**src/rtl/nf10_axis_stream_monitor.sv**
```systemverilog
`timescale 1ns/1ps
`default_nettype none
// ============================================================================
// Module   : nf10_axis_stream_monitor
// Brief    : AXI4-Stream sink/tap with packet/byte statistics, optional LFSR
//            backpressure, sticky protocol error flags and activity stretch.
//            Define NF10_AXIS_MON_LEN_CHECK_EN to enable the tuser length check.
// Revision : 1.0 - initial release
// ============================================================================
module nf10_axis_stream_monitor #(
    parameter int          C_S_AXIS_DATA_WIDTH  = 256,
    parameter int          C_S_AXIS_TUSER_WIDTH = 128,
    parameter int          C_COUNTER_WIDTH      = 8,
    parameter int          C_BYTE_COUNT_WIDTH   = 32,
    parameter int          C_TREADY_MODE        = 0,
    parameter logic [15:0] C_LFSR_SEED          = 16'hACE1,
    parameter int          C_ACTIVITY_HOLD      = 16
) (
    input  logic                              aclk,
    input  logic                              reset,
    input  logic [C_S_AXIS_DATA_WIDTH-1:0]    s_axis_tdata,
    input  logic [C_S_AXIS_DATA_WIDTH/8-1:0]  s_axis_tstrb,
    input  logic [C_S_AXIS_TUSER_WIDTH-1:0]   s_axis_tuser,
    input  logic                              s_axis_tvalid,
    output logic                              s_axis_tready,
    input  logic                              s_axis_tlast,
    input  logic                              clear_stats,
    output logic [C_COUNTER_WIDTH-1:0]        pkt_count,
    output logic [C_BYTE_COUNT_WIDTH-1:0]     byte_count,
    output logic [15:0]                       last_pkt_len,
    output logic                              activity_rec,
    output logic [3:0]                        err
);

    localparam int c_STRB_W  = C_S_AXIS_DATA_WIDTH / 8;
    localparam int c_SUM_W   = ((C_BYTE_COUNT_WIDTH > 17) ? C_BYTE_COUNT_WIDTH : 17) + 1;
    localparam int c_HOLD_W  = $clog2(C_ACTIVITY_HOLD + 1);
    localparam logic [c_HOLD_W-1:0] c_HOLD_LOAD = c_HOLD_W'(C_ACTIVITY_HOLD);
    localparam logic [15:0]         c_LFSR_TAPS = 16'hB400;

    localparam logic [0:0] c_ST_IDLE   = 1'b0;
    localparam logic [0:0] c_ST_IN_PKT = 1'b1;

    logic [0:0]                      r_state;
    logic [16:0]                     r_pkt_bytes;
    logic [C_COUNTER_WIDTH-1:0]      r_pkt_count;
    logic [C_BYTE_COUNT_WIDTH-1:0]   r_byte_count;
    logic [15:0]                     r_last_pkt_len;
    logic [3:0]                      r_err;
    logic [c_HOLD_W-1:0]             r_hold;
    logic                            r_tready;
    logic [15:0]                     r_lfsr;
    logic                            r_stalled;
    logic [C_S_AXIS_DATA_WIDTH-1:0]  r_prev_tdata;
    logic [c_STRB_W-1:0]             r_prev_tstrb;
    logic [C_S_AXIS_TUSER_WIDTH-1:0] r_prev_tuser;
    logic                            r_prev_tlast;

    logic                            w_beat;
    logic                            w_first;
    logic [16:0]                     w_beat_bytes;
    logic [16:0]                     w_pkt_len;
    logic                            w_strb_bad;
    logic                            w_tvalid_drop;
    logic                            w_stall_change;
    logic                            w_len_err;
    logic [c_SUM_W-1:0]              w_byte_sum;
    logic [C_BYTE_COUNT_WIDTH-1:0]   w_byte_sat;
    logic [15:0]                     w_lfsr_next;
    logic                            w_tready_next;

    assign w_beat  = s_axis_tvalid & r_tready;
    assign w_first = (r_state == c_ST_IDLE);

    always_comb begin
        w_beat_bytes = 17'd0;
        for (int i = 0; i < c_STRB_W; i++) begin
            w_beat_bytes = w_beat_bytes + 17'(s_axis_tstrb[i]);
        end
    end

    // The first beat of a packet loads the length directly, later beats accumulate.
    assign w_pkt_len = w_first ? w_beat_bytes : (r_pkt_bytes + w_beat_bytes);

    assign w_strb_bad = (s_axis_tstrb != '0)
                      ? ((s_axis_tstrb & (s_axis_tstrb + c_STRB_W'(1))) != '0)
                      : ~s_axis_tlast;

    assign w_tvalid_drop  = r_stalled & ~s_axis_tvalid;
    assign w_stall_change = r_stalled & s_axis_tvalid &
                            ((s_axis_tdata != r_prev_tdata) || (s_axis_tstrb != r_prev_tstrb) ||
                             (s_axis_tlast != r_prev_tlast) || (s_axis_tuser != r_prev_tuser));

    assign w_byte_sum = {{(c_SUM_W-C_BYTE_COUNT_WIDTH){1'b0}}, r_byte_count}
                      + {{(c_SUM_W-17){1'b0}}, w_pkt_len};
    assign w_byte_sat = (w_byte_sum[c_SUM_W-1:C_BYTE_COUNT_WIDTH] != '0)
                      ? {C_BYTE_COUNT_WIDTH{1'b1}}
                      : w_byte_sum[C_BYTE_COUNT_WIDTH-1:0];

`ifdef NF10_AXIS_MON_LEN_CHECK_EN
    logic [15:0] r_len_latched;
    logic [15:0] w_exp_len;

    // A single-beat packet compares against the length presented on that same beat.
    assign w_exp_len = w_first ? s_axis_tuser[15:0] : r_len_latched;
    assign w_len_err = w_beat & s_axis_tlast & (w_pkt_len != {1'b0, w_exp_len});

    always_ff @(posedge aclk) begin
        if (reset) begin
            r_len_latched <= 16'd0;
        end else if (w_beat && w_first) begin
            r_len_latched <= s_axis_tuser[15:0];
        end
    end
`else
    assign w_len_err = 1'b0;
`endif

    assign w_lfsr_next = r_lfsr[0] ? ((r_lfsr >> 1) ^ c_LFSR_TAPS) : (r_lfsr >> 1);

    generate
        if (C_TREADY_MODE == 0) begin : g_tready_always
            assign w_tready_next = 1'b1;
        end else begin : g_tready_lfsr
            assign w_tready_next = (r_lfsr[1:0] != 2'b00);
        end
    endgenerate

    // Backpressure, activity stretch and stall tracking are untouched by clear_stats.
    always_ff @(posedge aclk) begin
        if (reset) begin
            r_tready  <= 1'b0;
            r_lfsr    <= C_LFSR_SEED;
            r_hold    <= '0;
            r_stalled <= 1'b0;
        end else begin
            r_tready  <= w_tready_next;
            r_lfsr    <= w_lfsr_next;
            r_stalled <= s_axis_tvalid & ~r_tready;
            if (w_beat) begin
                r_hold <= c_HOLD_LOAD;
            end else if (r_hold != '0) begin
                r_hold <= r_hold - c_HOLD_W'(1);
            end
        end
    end

    always_ff @(posedge aclk) begin
        r_prev_tdata <= s_axis_tdata;
        r_prev_tstrb <= s_axis_tstrb;
        r_prev_tuser <= s_axis_tuser;
        r_prev_tlast <= s_axis_tlast;
    end

    always_ff @(posedge aclk) begin
        if (reset || clear_stats) begin
            r_state        <= c_ST_IDLE;
            r_pkt_bytes    <= 17'd0;
            r_pkt_count    <= '0;
            r_byte_count   <= '0;
            r_last_pkt_len <= 16'd0;
            r_err          <= 4'd0;
        end else begin
            r_err <= r_err | {w_len_err, w_stall_change, w_tvalid_drop, w_beat & w_strb_bad};
            if (w_beat) begin
                if (s_axis_tlast) begin
                    r_state        <= c_ST_IDLE;
                    r_pkt_bytes    <= 17'd0;
                    r_pkt_count    <= r_pkt_count + C_COUNTER_WIDTH'(1);
                    r_byte_count   <= w_byte_sat;
                    r_last_pkt_len <= w_pkt_len[15:0];
                end else begin
                    r_state     <= c_ST_IN_PKT;
                    r_pkt_bytes <= w_pkt_len;
                end
            end
        end
    end

    assign s_axis_tready = r_tready;
    assign pkt_count     = r_pkt_count;
    assign byte_count    = r_byte_count;
    assign last_pkt_len  = r_last_pkt_len;
    assign activity_rec  = (r_hold != '0);
    assign err           = r_err;

endmodule
`default_nettype wire

```
**config.mk**
```make
export PLATFORM = sky130hd
export DESIGN_NAME = nf10_axis_stream_monitor
export DESIGN_NICKNAME = d
export VERILOG_FILES = /design/src/rtl/nf10_axis_stream_monitor.sv
export SDC_FILE = /design/constraint.sdc
export NUM_CORES = 1
export LEC_CHECK = 0
export BUFFER_PORTS_ARGS = -buffer_cell sky130_fd_sc_hd__buf_2
export CAP_MARGIN = 20
export CORE_ASPECT_RATIO = 2
export CORE_MARGIN = 1
export CORE_UTILIZATION = 50
export CTS_CLUSTER_DIAMETER = 120
export DETAILED_ROUTE_END_ITERATION = 7
export PLACE_DENSITY_LB_ADDON = 0.12
export SLEW_MARGIN = 20
export SYNTH_ARGS = -nofsm -noshare
export SYNTH_HDL_FRONTEND = slang
export SYNTH_SLANG_ARGS = --single-unit
```
**constraint.sdc**
```tcl
create_clock -name aclk -period 9.55 [get_ports aclk]
set_clock_uncertainty 0.05 [all_clocks]
set_input_delay 0.955 -clock aclk [delete_from_list [all_inputs] [get_ports aclk]]
set_output_delay 0.955 -clock aclk [all_outputs]
set_load 0.01 [all_outputs]
```
==> results of run 1 <==
==> state kept, by name (all words and copies together), names as in the netlist <==
name	cells
byte_count	32
err	3
last_pkt_len	16
pkt_count	8
r_hold	5
r_pkt_bytes	17
r_prev_tdata	256
r_prev_tlast	1
r_prev_tstrb	32
r_prev_tuser	128
r_stalled	1
r_state	1
s_axis_tready	1
==> placed cells by master, fill, tap and decap left out, types with 14 or more instances in the layout <==
cell / n
a21oi_1: 51
a221oi_1: 14
a22oi_1: 14
buf_2: 481
buf_4: 27
clkbuf_16: 44
dfxtp_1: 501
diode_2: 26
fa_1: 26
ha_1: 35
inv_1: 96
nand2_1: 63
nand3_1: 32
nand4_1: 55
nor2_1: 89
nor3_1: 33
nor4_1: 93
o21ai_0: 36
o22ai_1: 17
xnor2_1: 116
xor2_1: 300
==> metal layers <==
metal  global-route usage  part of all wire
met1               0.2653              0.34
met2               0.5423              0.56
met3              0.04738             0.049
met4               0.1385             0.048
met5                    0            0.0014
==> worst reg2reg max path, stage by stage, from the launching register on <==
cell and delay [ps]:
dfxtp_1 330, ha_1 210, inv_1 70, fa_1 400, nor2b_1 130, o21ai_0 100
a21boi_0 240, o21ai_0 230, a2111oi_0 480, buf_4 200, xnor2_1 110, nor2_1 80
ha_1 390, nand2_1 110, nor2_1 180, and4_1 240, nand2_1 60, a21oi_1 140
buf_4 170, nor2_1 100, or3_2 490, a311oi_1 260
==> power breakdown <==
part           switching (mW)  internal [mW]
Clock                   0.794           1.03
Sequential             0.0533           2.20
Combinational           0.919          0.720
Total                    1.77           3.95
==> area by class of cell <==
cell class / instances / area, µm² / area share
clock inverters: 22 / 245.2 / 0.01046
clock buffers: 57 / 1230 / 0.05245
multi-input cells: 1108 / 8313 / 0.3545
inverters: 97 / 364.1 / 0.01553
well taps: 459 / 574.3 / 0.02449
diodes: 26 / 65.06 / 0.002774
flip-flops and latches: 501 / 10030 / 0.4277
repair buffers: 509 / 2630 / 0.1121
==> stage by stage <==
stage / std cells / utilization
3_5_place_dp: 2674 / 0.5896
5_1_grt: 2778 / 0.6310
4_1_cts: 2753 / 0.6293
2_1_floorplan: 1736 / -
3_3_place_gp: 2674 / 0.5896
6_report: 2779 / 0.6311
==> worst max-delay path by stage <==
stage / from / end / slack [ps]
after floorplan: s_axis_tstrb[0] / byte_count[27]$_SDFFE_PP0P_ / 880
after global placement: s_axis_tstrb[0] / byte_count[29]$_SDFFE_PP0P_ / 290
after detailed placement: s_axis_tstrb[0] / byte_count[31]$_SDFFE_PP0P_ / 220
after CTS: s_axis_tstrb[0] / byte_count[31]$_SDFFE_PP0P_ / 750
after global routing: s_axis_tstrb[0] / byte_count[27]$_SDFFE_PP0P_ / 210
final: s_axis_tstrb[0] / byte_count[27]$_SDFFE_PP0P_ / 710
==> cells by family after synthesis <==
group	after synthesis	share of synthesized area
xor+xnor	416	0.1932
buf+inv	127	0.02734
other cells	1	0.0001989
fa+ha+maj	63	0.05208
simple gates	404	0.1121
compound gates	216	0.07889
flops	501	0.5318
mux	8	0.004379
==> impl_metrics.env, run 1 <==
export IMPL_power_total_mw=5.712
export IMPL_htreeDepth=2
export IMPL_dp_slack_ps=217.2
export IMPL_regToRegSetupSlack_ps=4690
export IMPL_drv_slew=0
export IMPL_root_buffer="clkbuf_16"
export IMPL_wirelength_um=52940
export IMPL_num_vias=14420
export IMPL_min_path_cells=2
export IMPL_grt_max_degree=47
export IMPL_cts_tree="done"
export IMPL_r2r_end="byte_count[27]$_SDFFE_PP0P_"
export IMPL_arrival_ps=9240
export IMPL_ys_ff_latch=501
export IMPL_synth_edf_count=0
export IMPL_fill_cells=3150
export IMPL_synthDistinctLibCells=71
export IMPL_insertion_delay_ps=550
export IMPL_std_cell_rows=100
export IMPL_synthTopCellsByCount="dfxtp_1 (501), xor2_1 (300), xnor2_1 (116)"
export IMPL_dp_hpwl_um=43280
export IMPL_fmax_mhz=113.1
export IMPL_core_area_um2=37160
export IMPL_path_class="in -> reg"
export IMPL_endpoint_kind="flop"
export IMPL_yosysTopAreaCell="dfxtp_1"
export IMPL_wire_per_inst_um=19.05
export IMPL_track_usage=0.2742
export IMPL_drt_pass1_iter_count=5
export IMPL_cpMaxStageDelayCell="fa_1"
export IMPL_syn_num_nets=2218
export IMPL_nets=2743
export IMPL_fin_ws_ps=710.2
export IMPL_synth_area_leaders="dfxtp_1 (53%), xor2_1 (14%), xnor2_1 (5.4%)"
export IMPL_drc_errors=0
export IMPL_die_x_um=139.3
export IMPL_area_growth_pct=24.36
export IMPL_grt_setup_unrepaired="no"
export IMPL_yosysSeqAreaShare=0.5318
export IMPL_ctsHoldBuffers=0
export IMPL_post_cts_resized=0
export IMPL_grt_pass1_vias=15160
export IMPL_powerDensity_nw_per_um2=243.6
export IMPL_rr_worst_depth=21
export IMPL_fin_area_um2=23450
export IMPL_worstMarginPinSlew_ps=1133
export IMPL_grt_ovfl_total=0
export IMPL_post_route_min_period_ps=8840
export IMPL_clock_sinks=501
export IMPL_ys_warnings_count=0
export IMPL_leakage_nw=10.44
export IMPL_relSlewSlack=0.2378
export IMPL_cp_max_fo=5
export IMPL_max_stage_delay_ps=590
export IMPL_min_path_type="reg -> reg"
export IMPL_cts_setup_buffers=0
export IMPL_path_clk_slew_ps=60
export IMPL_die_area_um2=38540
export IMPL_period_share=0.9256
export IMPL_antenna_found_initial=31
export IMPL_finalWeightedCongestion=0.9000
export IMPL_syn_inst=1736
export IMPL_io_pins=483
export IMPL_ir_drop_mv=0.2992
export IMPL_synth_most_common_cell="dfxtp_1"
export IMPL_cp_required_ps=9950
export IMPL_io_buffers=481
export IMPL_netlist_area_um2=18860
export IMPL_cp_common_cell="fa_1"
export IMPL_whs_ps=408.3
export IMPL_maxCapViolCount=0
export IMPL_hold_end="last_pkt_len[10]$_SDFFE_PP0P_"
export IMPL_synth_top_area_frac=0.5318
export IMPL_hold_violations=0
export IMPL_outcome="finished, final reports clean"
export IMPL_placed_area_um2=21910
export IMPL_setup_violations=0
export IMPL_ys_flop_type="dfxtp_1"
export IMPL_vias_per_cell=5.190
export IMPL_path_depth=31
export IMPL_die_h_um=276.7
export IMPL_ys_async_sr_fraction=0
export IMPL_grt_pass1_wl_um=81500
export IMPL_r2r_start="r_pkt_bytes[0]$_SDFFE_PP0P_"
export IMPL_initial_utilization=0.5075
export IMPL_hold_path_startpoint="last_pkt_len[10]$_SDFFE_PP0P_"
export IMPL_drt_iter0_drc=441
export IMPL_antenna_left=0
export IMPL_cts_buffers=44
export IMPL_crit_buf_inv=6
export IMPL_drive_gt1_frac=0.2637
export IMPL_critPathLaunchType="input port"
export IMPL_cp_top_family="adder cells"
export IMPL_fin_setup_tns_ps=0
export IMPL_cts_buffer_depth=3
export IMPL_avgSynthCellArea_um2=10.86
No activity file was read; power rests on OpenSTA's default activity.
==> inputs of run 2 (changes only) <==
--- a/config.mk
+++ b/config.mk
@@ -5,6 +5,7 @@
 export SDC_FILE = /design/constraint.sdc
 export NUM_CORES = 1
 export LEC_CHECK = 0
+export ABC_AREA = 1
 export BUFFER_PORTS_ARGS = -buffer_cell sky130_fd_sc_hd__buf_2
 export CAP_MARGIN = 20
 export CORE_ASPECT_RATIO = 2
==> impl_metrics.env, run 2 <==
export IMPL_outcome="finished, final reports clean"
export IMPL_grt_ovfl_total=0
export IMPL_yosysTopAreaCell="dfxtp_1"
export IMPL_core_area_um2=38800
export IMPL_cp_max_fo=8
export IMPL_ys_warnings_count=0
export IMPL_top_regs="r_prev_tdata: 256 flops, r_prev_tuser: 128 flops"
export IMPL_netlist_area_um2=19750
export IMPL_ys_ff_latch=501
export IMPL_std_cell_rows=102
export IMPL_endpoint="byte_count[7]$_SDFFE_PP0P_"
export IMPL_max_stage_delay_ps=570
export IMPL_wirelength_um=56060
export IMPL_endpoint_kind="flop"
export IMPL_fmax_mhz=118.3
export IMPL_regArea_um2=10030
export IMPL_crit_path_start="s_axis_tstrb[5]"
export IMPL_ys_flop_type="dfxtp_1"
export IMPL_fill_cells=3423
export IMPL_sw_frac_of_total=0.3011
export IMPL_clock_sinks=501
export IMPL_drt_pass1_iter_count=4
export IMPL_hold_violations=0
export IMPL_yosysSeqAreaShare=0.5077
export IMPL_fin_setup_tns_ps=0
export IMPL_synth_top_area_frac=0.5077
export IMPL_cp_required_ps=9940
export IMPL_ys_async_sr_fraction=0
export IMPL_insertion_delay_ps=570
export IMPL_die_x_um=142.6
export IMPL_post_route_min_period_ps=8453
export IMPL_min_path_type="reg -> reg"
export IMPL_nets=3060
export IMPL_setup_violations=0
export IMPL_finalWeightedCongestion=0.9378
export IMPL_syn_num_nets=2557
export IMPL_drive_gt1_frac=0.2339
export IMPL_ctsHoldBuffers=0
export IMPL_num_vias=15920
export IMPL_cts_tree="done"
export IMPL_avgSynthCellArea_um2=9.520
export IMPL_cp_common_cell="fa_1"
export IMPL_die_h_um=283.1
export IMPL_root_buffer="clkbuf_16"
export IMPL_combPwrFrac=0.247
export IMPL_htreeDepth=2
export IMPL_regToRegSetupSlack_ps=5140
export IMPL_path_class="in -> reg"
export IMPL_powerDensity_nw_per_um2=229.6
export IMPL_grt_pass1_vias=16470
export IMPL_switchingPower_mw=1.688
export IMPL_antenna_left=0
export IMPL_synth_most_common_cell="dfxtp_1"
export IMPL_vias_per_cell=5.041
export IMPL_synthDistinctLibCells=55
export IMPL_cts_buffer_depth=3
export IMPL_worstMarginPinSlew_ps=817.5
export IMPL_crit_buf_inv=5
export IMPL_post_cts_resized=0
export IMPL_initial_utilization=0.5092
export IMPL_drc_errors=0
export IMPL_critPathLaunchType="input port"
export IMPL_die_area_um2=40360
export IMPL_synth_area_leaders="dfxtp_1 (51%), xor2_1 (12%), xnor2_1 (6.5%)"
export IMPL_internal_power_mw=3.918
export IMPL_grt_max_degree=51
export IMPL_syn_inst=2075
export IMPL_clkPwrFrac=0.351
export IMPL_r2r_start="r_pkt_bytes[0]$_SDFFE_PP0P_"
export IMPL_largest_reg_flops=256
export IMPL_path_depth=36
export IMPL_relSlewSlack=0.4493
export IMPL_layout_commonest_cell="dfxtp_1"
export IMPL_grt_setup_unrepaired="no"
export IMPL_io_pins=483
export IMPL_antenna_found_initial=35
export IMPL_io_buffers=481
export IMPL_drv_slew=0
export IMPL_cp_top_family="adder cells"
export IMPL_rr_worst_depth=25
export IMPL_dp_hpwl_um=45330
export IMPL_ir_drop_mv=0.1932
export IMPL_multi_input_area_um2=8920
export IMPL_most_common_layout_cells="dfxtp_1 (501), buf_2 (481), nand2_1 (284)"
export IMPL_leakage_nw=10.97
export IMPL_r2r_end="byte_count[7]$_SDFFE_PP0P_"
export IMPL_period_share=0.8852
export IMPL_seqPwrFrac=0.403
export IMPL_cts_buffers=44
export IMPL_drt_iter0_drc=537
export IMPL_power_total_mw=5.606
export IMPL_track_usage=0.2764
export IMPL_wire_per_inst_um=17.75
export IMPL_path_clk_slew_ps=70
export IMPL_area_growth_pct=23.59
export IMPL_arrival_ps=8850
export IMPL_largest_register="r_prev_tdata"
export IMPL_cts_setup_buffers=0
export IMPL_cpMaxStageDelayCell="fa_1"
export IMPL_synth_edf_count=0
export IMPL_maxCapViolCount=0
export IMPL_synthTopCellsByCount="dfxtp_1 (501), nand2_1 (284), xor2_1 (260)"
export IMPL_grt_pass1_wl_um=85180
## run 2: cell types whose count changed in the layout (fill, tap and decap cells not counted), moves of 14 or more
cell / before / now
a221oi_1: 14 / 0
inv_1: 96 / 176
nor2_1: 89 / 112
xnor2_1: 116 / 147
o22ai_1: 17 / 2
a21oi_1: 51 / 83
o21ai_0: 36 / 57
a22oi_1: 14 / 0
xor2_1: 300 / 260
or2_2: 1 / 21
nand3_1: 32 / 76
nand2_1: 63 / 284
buf_4: 27 / 7
## run 2: metrics by stage
stage | area (µm²) | std cells | hold slack (ps) | setup slack (ps) | utilization
final | 24410 | 3158 | 396.0 | 1097 | 0.6293
after global routing | 24400 | 3153 | 431.4 | 656.5 | 0.6290
after detailed placement | 22740 | 3052 | 386.5 | 607.8 | 0.5860
after floorplan | 19750 | 2075 | 399.7 | 1422 | -
after CTS | 24350 | 3132 | 396.8 | 1131 | 0.6276
after global placement | 22740 | 3052 | 389.1 | 764.1 | 0.5860
## run 2: worst min path at each step
stage	end	slack, ps	startpoint	cells after the start
final	err[0]$_SDFF_PP0_	400	err[0]$_SDFF_PP0_	2
after global routing	r_prev_tuser[97]$_DFF_P_	430	s_axis_tuser[97]	1
after CTS	err[0]$_SDFF_PP0_	400	err[0]$_SDFF_PP0_	2
after detailed placement	err[0]$_SDFF_PP0_	390	err[0]$_SDFF_PP0_	2
after global placement	err[0]$_SDFF_PP0_	390	err[0]$_SDFF_PP0_	2
after floorplan	r_pkt_bytes[0]$_SDFFE_PP0P_	400	r_pkt_bytes[0]$_SDFFE_PP0P_	2
## run 2: area by class of cell
class,count,area share
antenna,26,0.002665
clock buffer,60,0.05207
clock inverter,20,0.01404
inverter,180,0.02767
multi-input combinational,1363,0.3653
sequential,501,0.4108
tap,520,0.02665
timing repair buffer,488,0.1008
## run 2: kinds of logic after synthesis
| logic type | after synthesis | share of synthesized area |
|---|---|---|
| fa+ha+maj | 61 | 0.04852 |
| compound gates | 186 | 0.05321 |
| xor+xnor | 407 | 0.1805 |
| flops | 501 | 0.5077 |
| simple gates | 708 | 0.1689 |
| other cells | 1 | 0.0001898 |
| buf+inv | 211 | 0.04098 |
## run 2: worst reg2reg max path, delay by kind of cell, from the launching register on
family,cells,cell delay (ps)
simple gates,13,1550
buf+inv,4,490
flops,1,350
fa+ha+maj,3,860
compound gates,5,1000
## run 2: metal layers
layer	track usage	vias to the layer above	wire length [µm]
met1	0.2434	7417	18280
met4	0.1806	18	3568
met2	0.5385	502	30550
met3	0.06388	170	3544
met5	0	-	120
li1	-	7814	-
## run 2: power by group through the flow
| stage | logic, mW | clock network [mW] | registers [mW] |
|---|---|---|---|
| after global placement | 1.33 | 0 | 2.30 |
| after global routing | 1.57 | 2.09 | 2.27 |
| after floorplan | 0.960 | 0 | 2.30 |
| after CTS | 1.39 | 2.01 | 2.26 |
| final | 1.38 | 1.97 | 2.26 |
| after detailed placement | 1.38 | 0 | 2.30 |
==> inputs of run 3 (changes only) <==
--- a/config.mk
+++ b/config.mk
@@ -13,6 +13,7 @@
 export CORE_UTILIZATION = 50
 export CTS_CLUSTER_DIAMETER = 120
 export DETAILED_ROUTE_END_ITERATION = 7
+export GPL_TIMING_DRIVEN = 0
 export PLACE_DENSITY_LB_ADDON = 0.12
 export SLEW_MARGIN = 20
 export SYNTH_ARGS = -nofsm -noshare
==> impl_metrics.env, run 3 (synthesis gave the netlist of run 2 again) <==
export IMPL_num_vias=15990
export IMPL_most_common_layout_cells="dfxtp_1 (501), buf_2 (486), nand2_1 (284)"
export IMPL_min_path_type="reg -> reg"
export IMPL_cts_buffers=44
export IMPL_switchingPower_mw=1.673
export IMPL_r2r_start="r_pkt_bytes[0]$_SDFFE_PP0P_"
export IMPL_wirelength_um=55710
export IMPL_r2r_end="byte_count[7]$_SDFFE_PP0P_"
export IMPL_cpMaxStageDelayCell="fa_1"
export IMPL_crit_buf_inv=6
export IMPL_relSlewSlack=0.4929
export IMPL_powerDensity_nw_per_um2=223.3
export IMPL_ir_drop_mv=0.1855
export IMPL_layout_commonest_cell="dfxtp_1"
export IMPL_dp_slack_ps=-496.1
export IMPL_clkPwrFrac=0.332
export IMPL_antenna_found_initial=34
export IMPL_critPathLaunchType="input port"
export IMPL_seqPwrFrac=0.415
export IMPL_setup_violations=0
export IMPL_endpoint_kind="flop"
export IMPL_root_buffer="clkbuf_16"
export IMPL_antenna_left=0
export IMPL_power_total_mw=5.436
export IMPL_cts_setup_buffers=0
export IMPL_path_class="in -> reg"
export IMPL_cp_top_family="adder cells"
export IMPL_cp_max_fo=10
export IMPL_fin_area_um2=24350
export IMPL_arrival_ps=9530
export IMPL_cts_buffer_depth=3
export IMPL_outcome="finished, final reports clean"
export IMPL_wire_per_inst_um=17.50
export IMPL_drt_iter0_drc=594
export IMPL_io_buffers=481
export IMPL_combPwrFrac=0.253
export IMPL_sw_frac_of_total=0.3077
export IMPL_die_area_um2=40360
export IMPL_regArea_um2=10030
export IMPL_multi_input_area_um2=8929
export IMPL_drv_slew=0
export IMPL_rr_worst_depth=25
export IMPL_die_h_um=283.1
export IMPL_core_area_um2=38800
export IMPL_drc_errors=0
export IMPL_drt_pass1_iter_count=5
export IMPL_grt_ovfl_total=0
export IMPL_clock_sinks=501
export IMPL_largest_reg_flops=256
export IMPL_finalWeightedCongestion=0.9275
export IMPL_endpoint="byte_count[7]$_SDFFE_PP0P_"
export IMPL_insertion_delay_ps=570
export IMPL_area_growth_pct=23.25
export IMPL_vias_per_cell=5.022
export IMPL_post_cts_resized=0
export IMPL_std_cell_rows=102
export IMPL_post_route_min_period_ps=9142
export IMPL_drive_gt1_frac=0.2279
export IMPL_dp_hpwl_um=45720
export IMPL_ctsHoldBuffers=0
export IMPL_cp_common_cell="fa_1"
export IMPL_whs_ps=400.3
export IMPL_initial_utilization=0.5092
export IMPL_path_depth=38
export IMPL_leakage_nw=10.91
export IMPL_hold_violations=0
export IMPL_die_x_um=142.6
export IMPL_regToRegSetupSlack_ps=4820
export IMPL_crit_path_start="s_axis_tstrb[23]"
export IMPL_top_regs="r_prev_tdata: 256 flops, r_prev_tuser: 128 flops"
export IMPL_cp_required_ps=9940
export IMPL_track_usage=0.2771
export IMPL_largest_register="r_prev_tdata"
export IMPL_worstMarginPinSlew_ps=757.9
export IMPL_nets=3084
export IMPL_path_clk_slew_ps=60
export IMPL_period_share=0.9572
export IMPL_placed_area_um2=22810
export IMPL_hold_path_startpoint="err[0]$_SDFF_PP0_"
export IMPL_fill_cells=3436
export IMPL_cts_tree="done"
export IMPL_internal_power_mw=3.763
export IMPL_grt_setup_unrepaired="no"
export IMPL_grt_pass1_vias=16860
export IMPL_grt_pass1_wl_um=85620
export IMPL_fmax_mhz=109.4
export IMPL_maxCapViolCount=0
export IMPL_htreeDepth=2
export IMPL_fin_ws_ps=408.4
export IMPL_max_stage_delay_ps=580
export IMPL_grt_max_degree=18
export IMPL_io_pins=483
run 3: layout make-up:
type | instances | area share
clock inverter | 17 | 0.009918
sequential | 501 | 0.4119
inverter | 180 | 0.02775
multi-input combinational | 1363 | 0.3667
buffer | 31 | 0.005499
clock buffer | 60 | 0.04939
antenna | 31 | 0.003186
timing repair buffer | 481 | 0.09887
tap | 520 | 0.02672
run 3: power by group through the flow:
| stage | combinational, mW | sequential [mW] | clock, mW |
|---|---|---|---|
| finish | 1.38 | 2.26 | 1.80 |
| global route | 1.56 | 2.27 | 1.92 |
| CTS | 1.39 | 2.26 | 1.84 |
| detailed placement | 1.37 | 2.30 | 0 |
| global placement | 1.33 | 2.30 | 0 |
| floorplan | 0.960 | 2.30 | 0 |
run 3: through the flow:
| step | setup TNS [ps] | util | std cells |
|---|---|---|---|
| final | 0 | 0.6275 | 3184 |
| after global routing | 0 | 0.6272 | 3179 |
| after CTS | 0 | 0.6252 | 3153 |
| after detailed placement | -7490 | 0.5880 | 3076 |
| after global placement | -6146 | 0.5880 | 3076 |
| after floorplan | 0 | - | 2075 |
run 3: tightest hold or removal path: stages, from the launching register on:
cell	delay (ps)
dfxtp_1	310
inv_1	50
a21oi_1	50
run 3: routing by layer:
layer  up-vias  global-route usage  routed length, µm
met1      7382              0.2392              17810
met3       191             0.06862               4019
li1       7868                   -                  -
met4         8              0.2094               4040
met2       541              0.5290              29780
met5         -                   0                 59
run 3: how the worst min path moves through the flow:
stage / end / slack (ps) / cells after the start
2_1_floorplan: r_pkt_bytes[0]$_SDFFE_PP0P_ / 400 / 2
3_3_place_gp: err[0]$_SDFF_PP0_ / 400 / 2
3_5_place_dp: err[0]$_SDFF_PP0_ / 400 / 2
4_1_cts: err[0]$_SDFF_PP0_ / 400 / 2
5_1_grt: r_prev_tuser[45]$_DFF_P_ / 430 / 1
6_report: err[0]$_SDFF_PP0_ / 400 / 2
